$ cat src/rtl/timer_countdown.sv
// Egg-timer countdown datapath: holds MM:SS as BCD digit pairs, loads them from the
// setting switches, and counts down once per TICK_CYCLES clocks while the controller is in RUN.
module timer_countdown #(
  parameter int unsigned TICK_CYCLES = 50_000_000
) (
  input  logic       CLK,
  input  logic       RESET,
  input  logic [3:0] STATE,
  input  logic [7:0] SW,
  output logic [7:0] MIN_BCD,
  output logic [7:0] SEC_BCD,
  output logic       finBit,
  output logic       TICK
);

  localparam int unsigned PW = ($clog2(TICK_CYCLES) < 1) ? 1 : $clog2(TICK_CYCLES);
  localparam logic [PW-1:0] LAST_PHASE = PW'(TICK_CYCLES - 1);

  typedef enum logic [3:0] {
    ST_IDLE    = 4'd0,
    ST_SET_SEC = 4'd1,
    ST_SET_MIN = 4'd2,
    ST_READY   = 4'd3,
    ST_RUN     = 4'd4,
    ST_PAUSE   = 4'd5,
    ST_DONE    = 4'd6
  } state_e;

  logic [7:0]    min_q, min_d;
  logic [7:0]    sec_q, sec_d;
  logic [PW-1:0] cnt_q, cnt_d;
  logic          fin_q, fin_d;
  logic          tick_q, tick_d;
  logic          at_zero;

  // Seconds: an out-of-range tens digit saturates the whole pair to 59.
  function automatic logic [7:0] clamp_sec(input logic [7:0] v);
    if (v[7:4] > 4'd5)      return 8'h59;
    else if (v[3:0] > 4'd9) return {v[7:4], 4'd9};
    else                    return v;
  endfunction

  function automatic logic [7:0] clamp_min(input logic [7:0] v);
    return {(v[7:4] > 4'd9) ? 4'd9 : v[7:4], (v[3:0] > 4'd9) ? 4'd9 : v[3:0]};
  endfunction

  assign at_zero = (min_q == 8'h00) && (sec_q == 8'h00);

  // NOTE: every signal assigned here gets its default first, so no path can infer a latch.
  always_comb begin
    min_d  = min_q;
    sec_d  = sec_q;
    cnt_d  = cnt_q;
    fin_d  = fin_q;
    tick_d = 1'b0;
    case (state_e'(STATE))
      ST_IDLE: begin
        min_d = 8'h00;
        sec_d = 8'h00;
        cnt_d = '0;
        fin_d = 1'b0;
      end
      ST_SET_SEC: begin
        sec_d = clamp_sec(SW);
        cnt_d = '0;
        fin_d = 1'b0;
      end
      ST_SET_MIN: begin
        min_d = clamp_min(SW);
        cnt_d = '0;
        fin_d = 1'b0;
      end
      ST_READY: cnt_d = '0;
      ST_RUN: begin
        // Expiry freezes the prescaler, so no tick can follow 00:00.
        if (at_zero) begin
          fin_d = 1'b1;
        end else if (!fin_q) begin
          if (cnt_q == LAST_PHASE) begin
            cnt_d  = '0;
            tick_d = 1'b1;
            if (sec_q[3:0] != 4'd0) begin
              sec_d = sec_q - 8'd1;
            end else if (sec_q[7:4] != 4'd0) begin
              sec_d = {sec_q[7:4] - 4'd1, 4'd9};
            end else begin
              sec_d = 8'h59;
              min_d = (min_q[3:0] != 4'd0) ? (min_q - 8'd1) : {min_q[7:4] - 4'd1, 4'd9};
            end
          end else begin
            cnt_d = cnt_q + 1'b1;
          end
        end
      end
      default: ; // PAUSE, DONE and undefined codes hold everything
    endcase
  end

  // NOTE: state registers use non-blocking assignments so all flops update from pre-edge values.
  always_ff @(posedge CLK or posedge RESET) begin
    if (RESET) begin
      min_q  <= 8'h00;
      sec_q  <= 8'h00;
      cnt_q  <= '0;
      fin_q  <= 1'b0;
      tick_q <= 1'b0;
    end else begin
      min_q  <= min_d;
      sec_q  <= sec_d;
      cnt_q  <= cnt_d;
      fin_q  <= fin_d;
      tick_q <= tick_d;
    end
  end

  assign MIN_BCD = min_q;
  assign SEC_BCD = sec_q;
  assign finBit  = fin_q;
  assign TICK    = tick_q;

endmodule

$ cat config.mk
export PLATFORM = sky130hd
export DESIGN_NAME = timer_countdown
export DESIGN_NICKNAME = d
export VERILOG_FILES = /design/src/rtl/timer_countdown.sv
export SDC_FILE = /design/constraint.sdc
export NUM_CORES = 1
export LEC_CHECK = 0
export BUFFER_PORTS_ARGS = -buffer_cell sky130_fd_sc_hd__buf_2
export CAP_MARGIN = 20
export CORE_MARGIN = 1
export CORE_UTILIZATION = 35
export CTS_BUF_LIST = sky130_fd_sc_hd__clkbuf_2 sky130_fd_sc_hd__clkbuf_4 sky130_fd_sc_hd__clkbuf_8
export DETAILED_ROUTE_END_ITERATION = 10
export GPL_ROUTABILITY_DRIVEN = 0
export GPL_TIMING_DRIVEN = 1
export PLACE_DENSITY = 0.56
export SETUP_SLACK_MARGIN = 0.1
export SYNTH_ARGS = -nofsm -noshare
export SYNTH_HDL_FRONTEND = slang
export SYNTH_SLANG_ARGS = --single-unit
$ cat constraint.sdc
create_clock -name CLK -period 3.3 [get_ports CLK]
set_clock_uncertainty 0.1 [all_clocks]
set_input_delay 0.66 -clock CLK [delete_from_list [all_inputs] [get_ports CLK]]
set_output_delay 0.66 -clock CLK [all_outputs]
set_load 0.005 [all_outputs]
==> summary by stage <==
Cells and area
The antenna cell count is 0. The final instance count without filler cells is slightly below 500. Once layout is complete, the utilization of the core stands at about 42%. The cell area after layout is about 3400 µm². The final-layout fill cell count is 863. From synthesis to final layout, the design area changed by 14.1%. The final layout net count is approximately 400. The combined flip-flop and latch cell area is ~1100 µm². Cells with a size suffix above 1 make up 17.4% of the layout.

In the final layout, the multi-input gates occupy around 1700 µm².

Synthesis
The count of different cell masters after synthesis is 67. The number of synthesized register bits is 44. The average size of a mapped cell is approximately 8.5 µm². After synthesis, the cell types taking the most area are sky130_fd_sc_hd__dfrtp_1 (37%), sky130_fd_sc_hd__o21ai_0 (3.8%), sky130_fd_sc_hd__or4_1 (3.5%), sky130_fd_sc_hd__nand2_1 (3.4%), sky130_fd_sc_hd__a21oi_1 (3.3%). The area fraction of the dominant cell type after synthesis is between 30% and 40%.

The post-synthesis instance area is between 3000 and 4000 µm². The number of enable flip-flop cells after synthesis is 0. For this run, the number of Yosys warnings is 0. By instance count, the leading cell after synthesis is sky130_fd_sc_hd__dfrtp_1.

After synthesis, the share of flip-flops with an asynchronous set or reset is 100%. The largest total area in the synthesized netlist belongs to sky130_fd_sc_hd__dfrtp_1. The sequential area share after synthesis is between 30% and 40%. The number of cells produced by synthesis is between 300 and 400.

The number of nets in the synthesized netlist is ~370. For this run, the leading register cell type out of synthesis is sky130_fd_sc_hd__dfrtp_1. The commonest cells after synthesis are sky130_fd_sc_hd__dfrtp_1 (44), sky130_fd_sc_hd__nand2_1 (27), sky130_fd_sc_hd__inv_1 (26).

Run
The number of max-cap violations is 0.

Clocking
TritonCTS created 5 clock buffers. The later-pin clock latency in the skew report is about 0.29 ns. Buffers added to address setup during post-CTS repair amount to 0.

In this run the number of H-tree levels came out at 2. For this design, the CTS-stage hold fixing added 0 buffers. The cell at the root of the clock tree is sky130_fd_sc_hd__clkbuf_8. Clock-pin slew was measured on the worst setup and hold paths at 0.08 ns. The total of cells resized after clock tree synthesis is 0. The buffer depth of the longest clock path is 2.

The CTS tree is yes. The number of clock sinks seen by CTS is 44.

Placement
The post-placement cell area is roughly 3300 µm². The number of placed instances, taps included is slightly below 500. After legalization and detailed placement, the total HPWL measured slightly above 6000 µm. The worst slack at placement is 0.406 ns. Port buffering added 31 buffers.

STA
Setup violations remaining at the end of the flow were counted as 0. Timing would allow up to roughly 340 MHz. The actual slew at the worst max-slew pin is ~0.84 ns.

The number of pins with negative max-slew slack in the final report was 0. The hold violation total from the final report is 0. The setup TNS is 0 ns. The time the final worst path needs with I/O delays and setup is approximately 2.9 ns. The worst-case hold slack is between 0.1 and 0.15 ns. The worst path meets setup with ~0.4 ns of slack. In this run the tightest slew margin relative to its limit is ~44%.

The final period utilization is around nine tenths. Setup repair after global routing left no endpoint under its margin.

Die
The y dimension of the die is around 95 µm. The floorplan step set the die width to around 95 µm. The total area inside the core boundary comes to a little over 8000 µm². The top-level I/O count is 32. The full die area is approximately 9000 µm². The initial core utilization is between 30% and 40%. The floorplan row count is 33.

Detailed routing
The detailed router placed 2,968 vias in this run. The number of optimization iterations in the first detailed-route pass is 4. Dividing the detail-routed wire length by the instance count gives ~17 µm. The violation count after the first detailed-routing iteration is around 150. The remaining antenna violation count after routing is 0.

The count of unresolved DRC violations after routing is 0. The ratio of routed vias to standard cells is ~6. The detailed-route wire length is 8250 µm.

Power and ir drop
The static power due to leakage is approximately 1.4 nW. Power spread over the standard cell area amounts to a little under 400 nW/µm². The worst-case IR drop observed on VDD is approximately 150 µV. The power consumption is around 1.4 mW.

Global route
The number of global-route vias before repair came to about 2,900. The global-route usage over all layers is between 15 and 20%. The maximum number of pins on one net before global-route repair is between 40 and 50. The wire length of the first global-routing pass is approximately 14,000 µm. The remaining global-route overflow is 0. The number of antenna violations at the first check in global routing is 0.

Critical path
The worst setup path is launched from a register. The endpoint class of the critical path is a register. The startpoint of the most critical setup path is MIN_BCD[4].

The maximum fanout along the worst path is 19. Counting cells, the worst reg-to-reg path comes to 8. The critical register-to-register path startpoint is MIN_BCD[4].

The required arrival time at the worst endpoint is ~3.4 ns. The worst endpoint data arrival time is between 2 and 3 ns. The critical path is of the register to register type.

Status
The flow ran to the end, and the final reports show no timing, DRC or antenna violations.

Worst hold path
The worst hold path belongs to the class input pin to asynchronous set/reset pin.
## cell families (layout without fill, tap and decap cells)
| group | Yosys count | after routing | synth area share [%] |
|---|---|---|---|
| and+or+nand+nor | 147 | 147 | 28.2 |
| AOI/OAI and AO/OA | 111 | 111 | 25.5 |
| muxes | 4 | 4 | 1.46 |
| adders and majority gates | 6 | 6 | 2.50 |
| buffers and inverters | 40 | 78 | 5.74 |
| DFF | 44 | 44 | 36.6 |
## final timing paths
path,to,slack (ns)
setup / recovery,cnt_q[2],0.39
hold reg to reg,cnt_q[23],0.39
max in group asynchronous,cnt_q[0],2.54
hold / removal,MIN_BCD[3],0.13
min in group CLK,cnt_q[23],0.39
setup reg to reg,cnt_q[2],0.39
## critical path, cell delays in order (launching register included)
cell and delay, ns:
sky130_fd_sc_hd__dfrtp_1 0.43, sky130_fd_sc_hd__inv_1 0.13, sky130_fd_sc_hd__ha_1 0.19, sky130_fd_sc_hd__nor3b_1 0.38, sky130_fd_sc_hd__nand4_1 0.31, sky130_fd_sc_hd__a21oi_2 0.73, sky130_fd_sc_hd__buf_12 0.23, sky130_fd_sc_hd__nor2_1 0.07
sky130_fd_sc_hd__a22o_1 0.22
## state kept, by name, indices dropped and copies added (netlist names)
| register | flops |
|---|---|
| TICK | 1 |
| SEC_BCD | 8 |
| finBit | 1 |
| cnt_q | 26 |
| MIN_BCD | 8 |
## power breakdown
part           switching [mW]  internal (mW)  leakage [nW]
Combinational           0.228          0.171         0.804
Clock                   0.175          0.152        0.0445
Sequential             0.0509          0.576         0.601
Total                   0.454          0.899          1.45
## layer usage
layer / vias to the layer above / wire, µm / part of all wire, % / GRT usage [%]
li1: 1443 / - / - / -
met1: 1423 / 3920 / 48 / 25.8
met2: 94 / 3790 / 46 / 32.2
met3: 8 / 436 / 5.3 / 3.06
met4: 0 / 99 / 1.2 / 6.31
met5: - / 0 / 0 / 0
## area by class of cell
type	instances	area share [%]
flip-flops and latches	44	32.1
clock inverters	1	0.146
well taps	105	3.83
inverters	26	2.85
repair buffers	45	8.32
multi-input cells	268	50.5
clock buffers	6	2.23
## cells in the final DEF, fill, tap and decap left out, types with 7 or more instances in the layout
cell,Yosys,layout
sky130_fd_sc_hd__nand2_1,27,27
sky130_fd_sc_hd__nor4_1,8,8
sky130_fd_sc_hd__inv_1,26,25
sky130_fd_sc_hd__nor2_1,23,23
sky130_fd_sc_hd__buf_2,5,31
sky130_fd_sc_hd__nand3_1,18,18
sky130_fd_sc_hd__dfrtp_1,44,44
sky130_fd_sc_hd__o21ai_0,23,23
sky130_fd_sc_hd__nand4_1,10,10
sky130_fd_sc_hd__a21oi_1,20,20
sky130_fd_sc_hd__and3_1,7,7
sky130_fd_sc_hd__buf_4,0,12
sky130_fd_sc_hd__or4_1,14,14
sky130_fd_sc_hd__nor3_1,11,11
(Power assumes the default switching activity.)
